### src/rtl/hazard_sb_if.sv
// Decode-stage hazard inputs and per-stage stall/flush strobes exchanged
// between the datapath (master) and the hazard_sb scoreboard (slave).
interface hazard_sb_if #(
    parameter int RAW   = 5,
    parameter int LAT_W = 3
);
    logic             validD;
    logic [RAW-1:0]   rsD;
    logic [RAW-1:0]   rtD;
    logic             usersD;
    logic             usertD;
    logic             branchD;
    logic [RAW-1:0]   writeregD;
    logic             regwriteD;
    logic             memtoregD;
    logic [LAT_W-1:0] resultlatD;
    logic             divD;
    logic [31:0]      excepttypeM;
    logic             instrStall;
    logic             dataStall;

    logic             stallF;
    logic             stallD;
    logic             stallE;
    logic             stallM;
    logic             stallW;
    logic             flushF;
    logic             flushD;
    logic             flushE;
    logic             flushM;
    logic             flushW;
    logic             div_busy;
    logic             axi_stall;

    modport master (
        output validD, rsD, rtD, usersD, usertD, branchD, writeregD, regwriteD,
               memtoregD, resultlatD, divD, excepttypeM, instrStall, dataStall,
        input  stallF, stallD, stallE, stallM, stallW,
               flushF, flushD, flushE, flushM, flushW, div_busy, axi_stall
    );

    modport slave (
        input  validD, rsD, rtD, usersD, usertD, branchD, writeregD, regwriteD,
               memtoregD, resultlatD, divD, excepttypeM, instrStall, dataStall,
        output stallF, stallD, stallE, stallM, stallW,
               flushF, flushD, flushE, flushM, flushW, div_busy, axi_stall
    );
endinterface

### src/rtl/hazard_sb.sv
// Scoreboard hazard unit for the 5-stage MIPS core: per-register result countdown,
// E/M writer trackers for decode-stage branches, and a multi-cycle divider occupancy counter.
module hazard_sb #(
    parameter int NREG    = 32,
    parameter int RAW     = 5,
    parameter int LAT_W   = 3,
    parameter int DIV_LAT = 32
) (
    input  logic       clk,
    input  logic       rst,
    hazard_sb_if.slave bus
);
    localparam int             DCW      = 8;
    localparam logic [DCW-1:0] DIV_LOAD = DCW'(DIV_LAT - 1);

    typedef struct packed {
        logic [RAW-1:0] writereg;
        logic           regwrite;
        logic           memtoreg;
    } stage_t;

    logic [LAT_W-1:0] cnt [NREG];
    logic [NREG-1:0]  pending;
    stage_t           stg_e;
    stage_t           stg_m;
    logic [DCW-1:0]   div_cnt;

    logic flush;
    logic div_busy;
    logic stall_e;
    logic adv;
    logic hz_rs;
    logic hz_rt;
    logic hz;
    logic stall_fd;
    logic issue;
    logic sb_write;

    function automatic logic reg_pending(input logic [NREG-1:0] vec,
                                         input logic [RAW-1:0]  s);
        logic hit;
        hit = 1'b0;
        for (int r = 1; r < NREG; r++) begin
            if (s == RAW'(r)) hit = vec[r];
        end
        return hit;
    endfunction

    // Branches resolve in D, so they also wait for a result still in E, or a load still in M.
    function automatic logic src_hazard(input logic [RAW-1:0]  s,
                                        input logic            used,
                                        input logic            branch,
                                        input logic [NREG-1:0] vec,
                                        input stage_t          e,
                                        input stage_t          m);
        logic e_hit;
        logic m_hit;
        e_hit = e.regwrite && (e.writereg == s);
        m_hit = m.regwrite && m.memtoreg && (m.writereg == s);
        return used && (s != '0) && (reg_pending(vec, s) || (branch && (e_hit || m_hit)));
    endfunction

    always_comb begin
        // NOTE: default first so every bit has a value on every path and no latch is inferred.
        pending = '0;
        for (int r = 1; r < NREG; r++) begin
            pending[r] = (cnt[r] != '0);
        end
    end

    always_comb begin
        flush    = (bus.excepttypeM != '0);
        div_busy = (div_cnt != '0);
        stall_e  = div_busy | bus.dataStall;
        adv      = ~stall_e;
        hz_rs    = src_hazard(bus.rsD, bus.usersD, bus.branchD, pending, stg_e, stg_m);
        hz_rt    = src_hazard(bus.rtD, bus.usertD, bus.branchD, pending, stg_e, stg_m);
        hz       = hz_rs | hz_rt | (bus.divD & div_busy);
        stall_fd = hz | stall_e | bus.instrStall;
        issue    = bus.validD & ~stall_fd & ~flush;
        sb_write = issue & bus.regwriteD & (bus.writeregD != '0);
    end

    assign bus.stallF    = stall_fd;
    assign bus.stallD    = stall_fd;
    assign bus.stallE    = stall_e;
    assign bus.stallM    = bus.dataStall;
    assign bus.stallW    = bus.dataStall;
    assign bus.flushF    = flush;
    assign bus.flushD    = flush;
    assign bus.flushE    = (hz & ~stall_e) | flush;
    assign bus.flushM    = flush;
    assign bus.flushW    = flush;
    assign bus.div_busy  = div_busy;
    assign bus.axi_stall = (div_busy | bus.dataStall | bus.instrStall) & ~flush;

    // Issue implies adv, so a scoreboard write never falls into the frozen branch.
    // NOTE: state registers use non-blocking assignments so each one samples pre-edge values.
    always_ff @(posedge clk or posedge rst) begin
        if (rst) begin
            // NOTE: the counter array is reset entry by entry; a stale count would fake a hazard.
            for (int r = 0; r < NREG; r++) cnt[r] <= '0;
        end else if (flush) begin
            for (int r = 0; r < NREG; r++) cnt[r] <= '0;
        end else if (adv) begin
            for (int r = 1; r < NREG; r++) begin
                if (sb_write && (bus.writeregD == RAW'(r))) begin
                    cnt[r] <= bus.resultlatD;
                end else if (cnt[r] != '0) begin
                    cnt[r] <= cnt[r] - LAT_W'(1);
                end
            end
        end
    end

    always_ff @(posedge clk or posedge rst) begin
        if (rst) begin
            stg_e <= '0;
            stg_m <= '0;
        end else if (flush) begin
            stg_e <= '0;
            stg_m <= '0;
        end else if (adv) begin
            stg_e <= issue ? '{writereg: bus.writeregD,
                               regwrite: bus.regwriteD,
                               memtoreg: bus.memtoregD} : '0;
            stg_m <= stg_e;
        end
    end

    // The divider keeps counting through memory stalls; only an exception cancels it.
    always_ff @(posedge clk or posedge rst) begin
        if (rst) begin
            div_cnt <= '0;
        end else if (flush) begin
            div_cnt <= '0;
        end else if (issue && bus.divD) begin
            div_cnt <= DIV_LOAD;
        end else if (div_cnt != '0) begin
            div_cnt <= div_cnt - DCW'(1);
        end
    end

    a_flush_clears: assert property (@(posedge clk) disable iff (rst)
        flush |=> (div_cnt == '0) && (stg_e == '0) && (stg_m == '0) && (pending == '0));

    a_issue_advances: assert property (@(posedge clk) disable iff (rst)
        issue |-> adv);

    a_div_range: assert property (@(posedge clk) disable iff (rst)
        div_cnt <= DIV_LOAD);

endmodule

### src/flat_wrapper.sv
// flat-port wrapper written by rule: the top's interface ports become plain ports
module hazard_sb_flat 
#(
    parameter int NREG    = 32,
    parameter int RAW     = 5,
    parameter int LAT_W   = 3,
    parameter int DIV_LAT = 32
)
  (clk, rst, bus_validD, bus_rsD, bus_rtD, bus_usersD, bus_usertD, bus_branchD, bus_writeregD, bus_regwriteD, bus_memtoregD, bus_resultlatD, bus_divD, bus_excepttypeM, bus_instrStall, bus_dataStall, bus_stallF, bus_stallD, bus_stallE, bus_stallM, bus_stallW, bus_flushF, bus_flushD, bus_flushE, bus_flushM, bus_flushW, bus_div_busy, bus_axi_stall);
  hazard_sb_if #(.RAW(RAW), .LAT_W(LAT_W)) bus_i ();
  input  logic clk;
  input  logic rst;
  input wire logic [$bits(bus_i.validD)-1:0] bus_validD;
  input wire logic [$bits(bus_i.rsD)-1:0] bus_rsD;
  input wire logic [$bits(bus_i.rtD)-1:0] bus_rtD;
  input wire logic [$bits(bus_i.usersD)-1:0] bus_usersD;
  input wire logic [$bits(bus_i.usertD)-1:0] bus_usertD;
  input wire logic [$bits(bus_i.branchD)-1:0] bus_branchD;
  input wire logic [$bits(bus_i.writeregD)-1:0] bus_writeregD;
  input wire logic [$bits(bus_i.regwriteD)-1:0] bus_regwriteD;
  input wire logic [$bits(bus_i.memtoregD)-1:0] bus_memtoregD;
  input wire logic [$bits(bus_i.resultlatD)-1:0] bus_resultlatD;
  input wire logic [$bits(bus_i.divD)-1:0] bus_divD;
  input wire logic [$bits(bus_i.excepttypeM)-1:0] bus_excepttypeM;
  input wire logic [$bits(bus_i.instrStall)-1:0] bus_instrStall;
  input wire logic [$bits(bus_i.dataStall)-1:0] bus_dataStall;
  output wire logic [$bits(bus_i.stallF)-1:0] bus_stallF;
  output wire logic [$bits(bus_i.stallD)-1:0] bus_stallD;
  output wire logic [$bits(bus_i.stallE)-1:0] bus_stallE;
  output wire logic [$bits(bus_i.stallM)-1:0] bus_stallM;
  output wire logic [$bits(bus_i.stallW)-1:0] bus_stallW;
  output wire logic [$bits(bus_i.flushF)-1:0] bus_flushF;
  output wire logic [$bits(bus_i.flushD)-1:0] bus_flushD;
  output wire logic [$bits(bus_i.flushE)-1:0] bus_flushE;
  output wire logic [$bits(bus_i.flushM)-1:0] bus_flushM;
  output wire logic [$bits(bus_i.flushW)-1:0] bus_flushW;
  output wire logic [$bits(bus_i.div_busy)-1:0] bus_div_busy;
  output wire logic [$bits(bus_i.axi_stall)-1:0] bus_axi_stall;
  assign bus_i.validD = bus_validD;
  assign bus_i.rsD = bus_rsD;
  assign bus_i.rtD = bus_rtD;
  assign bus_i.usersD = bus_usersD;
  assign bus_i.usertD = bus_usertD;
  assign bus_i.branchD = bus_branchD;
  assign bus_i.writeregD = bus_writeregD;
  assign bus_i.regwriteD = bus_regwriteD;
  assign bus_i.memtoregD = bus_memtoregD;
  assign bus_i.resultlatD = bus_resultlatD;
  assign bus_i.divD = bus_divD;
  assign bus_i.excepttypeM = bus_excepttypeM;
  assign bus_i.instrStall = bus_instrStall;
  assign bus_i.dataStall = bus_dataStall;
  assign bus_stallF = bus_i.stallF;
  assign bus_stallD = bus_i.stallD;
  assign bus_stallE = bus_i.stallE;
  assign bus_stallM = bus_i.stallM;
  assign bus_stallW = bus_i.stallW;
  assign bus_flushF = bus_i.flushF;
  assign bus_flushD = bus_i.flushD;
  assign bus_flushE = bus_i.flushE;
  assign bus_flushM = bus_i.flushM;
  assign bus_flushW = bus_i.flushW;
  assign bus_div_busy = bus_i.div_busy;
  assign bus_axi_stall = bus_i.axi_stall;
  hazard_sb #(.NREG(NREG), .RAW(RAW), .LAT_W(LAT_W), .DIV_LAT(DIV_LAT)) u_core (.clk(clk), .rst(rst), .bus(bus_i));
endmodule
### config.mk
export PLATFORM = sky130hd
export DESIGN_NAME = hazard_sb_flat
export DESIGN_NICKNAME = d
export VERILOG_FILES = /design/src/rtl/hazard_sb_if.sv /design/src/rtl/hazard_sb.sv /design/src/flat_wrapper.sv
export SDC_FILE = /design/constraint.sdc
export NUM_CORES = 1
export LEC_CHECK = 0
export BUFFER_PORTS_ARGS = -buffer_cell sky130_fd_sc_hd__buf_2
export CAP_MARGIN = 20
export CORE_UTILIZATION = 40
export DETAILED_ROUTE_END_ITERATION = 8
export GPL_ROUTABILITY_DRIVEN = 0
export SYNTH_ARGS = -nofsm -noshare
export SYNTH_HDL_FRONTEND = slang
export SYNTH_SLANG_ARGS = --single-unit
### constraint.sdc
create_clock -name clk -period 8.62 [get_ports clk]
set_clock_uncertainty 0.15 [all_clocks]
set_input_delay 0.862 -clock clk [delete_from_list [all_inputs] [get_ports clk]]
set_output_delay 0.862 -clock clk [all_outputs]
set_load 0.1 [all_outputs]
==> results.json <==
{
  "place_area_um2": 10200,
  "leakage_nw": 4.22,
  "crit_slowest_cell": "nor2_2",
  "grt_setup_unrepaired": "false",
  "cpMostUsedCell": "nand2b_4",
  "postLayoutCellArea_um2": 10800,
  "arrival_ns": 5.15,
  "maxCapViolations": 0,
  "grt_pass1_vias": 8261,
  "synth.distinct_cells": 78,
  "hp-class": "in2async",
  "final_cells": 1549,
  "num_io_pins": 73,
  "synthFlopType": "dfrtp_1",
  "synth_seq_cells": 115,
  "clk_latency_ns": 0.43,
  "synth_edf_count": 0,
  "syn_nets": 1323,
  "hold_viol": 0,
  "synth_fa_ha_area_frac": 0.0815,
  "synth_xor_area_frac": 0.0208,
  "drt.antenna.violating_nets": 0,
  "ys_warn_count": 0,
  "fin_setup_tns_ns": 0,
  "vias_per_cell": 5.92,
  "path_clk_slew_ns": 0.06,
  "drc": 0,
  "syn-cell-area_um2": 9670,
  "r2r-start": "u_core.div_cnt[0]",
  "min_period_ns": 4.96,
  "grt_overflow": 0,
  "wire_per_inst_um": 18.8,
  "status": "complete, no violations",
  "ctsHoldBuffers": 0,
  "post-dp-hpwl_um": 20000,
  "cp_max_fo": 40,
  "final-setup-viol-count": 0,
  "start_util": 0.409,
  "synth_top_area_frac": 0.298,
  "grt_first_pass_wirelength_um": 46000,
  "power.density_nw_per_um2": 134,
  "critPathRequiredTime_ns": 8.81,
  "start_kind": "flop",
  "slew_headroom": 0.353,
  "io_buffers": 72,
  "end_kind": "flop",
  "drv_slew": 0,
  "whs_ns": 0.322,
  "setup_ws_ns": 3.66,
  "cts_buffers": 17,
  "htree_num_levels": 4,
  "dpl_worst_slack_ns": 3.58,
  "num_rows": 56,
  "nNetsFinal": 1342,
  "ys_async_sr_fraction": 1.00,
  "routed_wl_um": 29200,
  "synth-seq-area-share": 0.298,
  "synth_top_family_by_area": "simple AND/OR/NAND/NOR gates",
  "initialDrtViolationCount": 878,
  "synth-simple-area-share": 0.263,
  "grt_antenna_before_repair": 2,
  "netlist_instances": 1199,
  "dp.cells": 1517,
  "reg2reg_to": "u_core.cnt[12]",
  "synth_compound_area_frac": 0.213,
  "die_w_um": 157,
  "clockRootBuffer": "clkbuf_16",
  "clkSinkCount": 115,
  "dr_total_vias": 9172,
  "critPathKind": "reg2reg",
  "r2r_cells": 13,
  "synth.area.top_cells": "dfrtp_1 (30%), ha_1 (8.2%), mux2i_1 (4.5%), nand2_1 (4.4%), a21oi_1 (3.4%)",
  "die-area_um2": 24800,
  "path_cells": "inv_1 -> ha_1 -> nand2b_4 -> nand2b_4 -> or4_1 -> nor2_8 -> inv_2 -> nor3_1 -> o211ai_2 -> nor2_2 -> nand4_1 -> or2_2 -> a31oi_1",
  "period_share": 0.575,
  "rrSetupSlack_ns": 3.66,
  "ir_worst_vdd_mv": 0.117,
  "synth_mux_area_frac": 0.0503,
  "avgSynthCellArea_um2": 8.06,
  "drt_pass1_iterations": 5,
  "antenna_cells": 0,
  "drive_above_1_share": 0.128,
  "cts_tree": "done",
  "startpoint": "u_core.div_cnt[0]",
  "die_y_um": 157,
  "grt_usage": 0.242,
  "post_cts_buffers": 0,
  "coreArea_um2": 23600,
  "grt_max_degree": 78,
  "synth_top_cell_by_area": "dfrtp_1",
  "max_freq_mhz": 202,
  "setup.worst_path.end": "u_core.cnt[12]",
  "tightest_slew_ns": 0.968,
  "cts_resized": 0,
  "area_delta_synth_final_pct": 11.8,
  "max_stage_delay_ns": 0.85,
  "clk_path_buf_depth": 2
}
## report_power, final
group | internal [mW] | total (mW) | switching [mW]
Sequential | 0.540 | 0.540 | 0.00000000000185
Clock | 0.496 | 0.763 | 0.267
Combinational | 0.0355 | 0.141 | 0.105
Total | 1.07 | 1.44 | 0.372
## critical path, delay by kind of cell (launching register included)
kind                       cells  cell delay, ns
and+or+nand+nor                8            3.34
AOI/OAI and AO/OA              2            0.61
buffers and inverters          2            0.14
adders and majority gates      1            0.20
DFF                            1            0.40
## worst min path at each step
stage                    start         endpoint  slack (ns)
3_5_place_dp   u_core.stg_e[0]  u_core.stg_e[0]        0.34
2_1_floorplan  u_core.stg_e[0]  u_core.stg_e[0]        0.32
4_1_cts                    rst   u_core.cnt[23]        0.35
3_3_place_gp   u_core.stg_e[0]  u_core.stg_e[0]        0.34
6_report                   rst   u_core.cnt[11]        0.32
5_1_grt                    rst   u_core.cnt[23]        0.36
## registers in the layout, indices dropped and copies added, names as in the netlist
name,flops
u_core.stg_e,7
u_core.div_cnt,8
u_core.stg_m,7
u_core.cnt,93
## per-layer routing
layer | part of all wire | vias up | track usage
met5 | 0.00079 | - | 0
met4 | 0.020 | 4 | 0.0740
met3 | 0.080 | 45 | 0.0556
met2 | 0.43 | 360 | 0.364
met1 | 0.47 | 4408 | 0.342
li1 | - | 4355 | -
## cells in the final DEF, fill, tap and decap left out, drive strengths merged, types with 15 or more instances in the layout
cell type,n
dfrtp,115
nand2,113
buf,89
nor2,88
inv,83
o21ai,75
a21oi,66
ha,63
nand3,56
mux2i,43
nand2b,40
nor2b,34
nor3,30
a31oi,28
nor4,27
clkbuf,22
a22oi,18
a221oi,18
xnor2,16
or4,16
nand4,15
## metrics by stage
stage / util / power [mW]
2_1_floorplan: - / 0.639
3_3_place_gp: 0.430 / 0.686
3_5_place_dp: 0.430 / 0.687
4_1_cts: 0.456 / 1.45
5_1_grt: 0.458 / 1.49
6_report: 0.458 / 1.44
## synthesized netlist by cell type, types with 8 or more instances
| cell | count |
|---|---|
| nor4_2 | 8 |
| nor2_1 | 85 |
| and3_1 | 8 |
| ha_1 | 63 |
| a22oi_1 | 18 |
| o21ai_1 | 11 |
| mux2i_1 | 43 |
| or3_1 | 8 |
| buf_2 | 17 |
| o211ai_1 | 12 |
| a21oi_1 | 66 |
| nand3_1 | 55 |
| clkbuf_1 | 58 |
| nor2b_1 | 34 |
| nand2_1 | 113 |
| nand2b_1 | 38 |
| inv_1 | 79 |
| a221oi_1 | 18 |
| dfrtp_1 | 115 |
| nor4_1 | 18 |
| or4_1 | 15 |
| nand4_1 | 15 |
| nor3b_1 | 9 |
| xnor2_1 | 16 |
| a21o_1 | 14 |
| o21ai_0 | 64 |
| a31oi_1 | 27 |
| nor3_1 | 25 |
| a22o_1 | 11 |
## cells by family after synthesis
kind of cell             Yosys count
buffers and inverters            172
adder cells (fa/ha/maj)           63
flip-flops                       115
XOR/XNOR                          23
multiplexers                      47
AO/OA/AOI/OAI                    310
AND/OR/NAND/NOR                  469
## final cells by class
| type | instances | area [µm²] |
|---|---|---|
| Fill cell | 2343 | 12800 |
| Multi-Input combinational cell | 912 | 6090 |
| Sequential cell | 115 | 2880 |
| Timing Repair Buffer | 89 | 508 |
| Clock buffer | 22 | 464 |
| Tap cell | 319 | 399 |
| Inverter | 83 | 314 |
| Clock inverter | 9 | 154 |
Power figures use the tool's default switching activity.
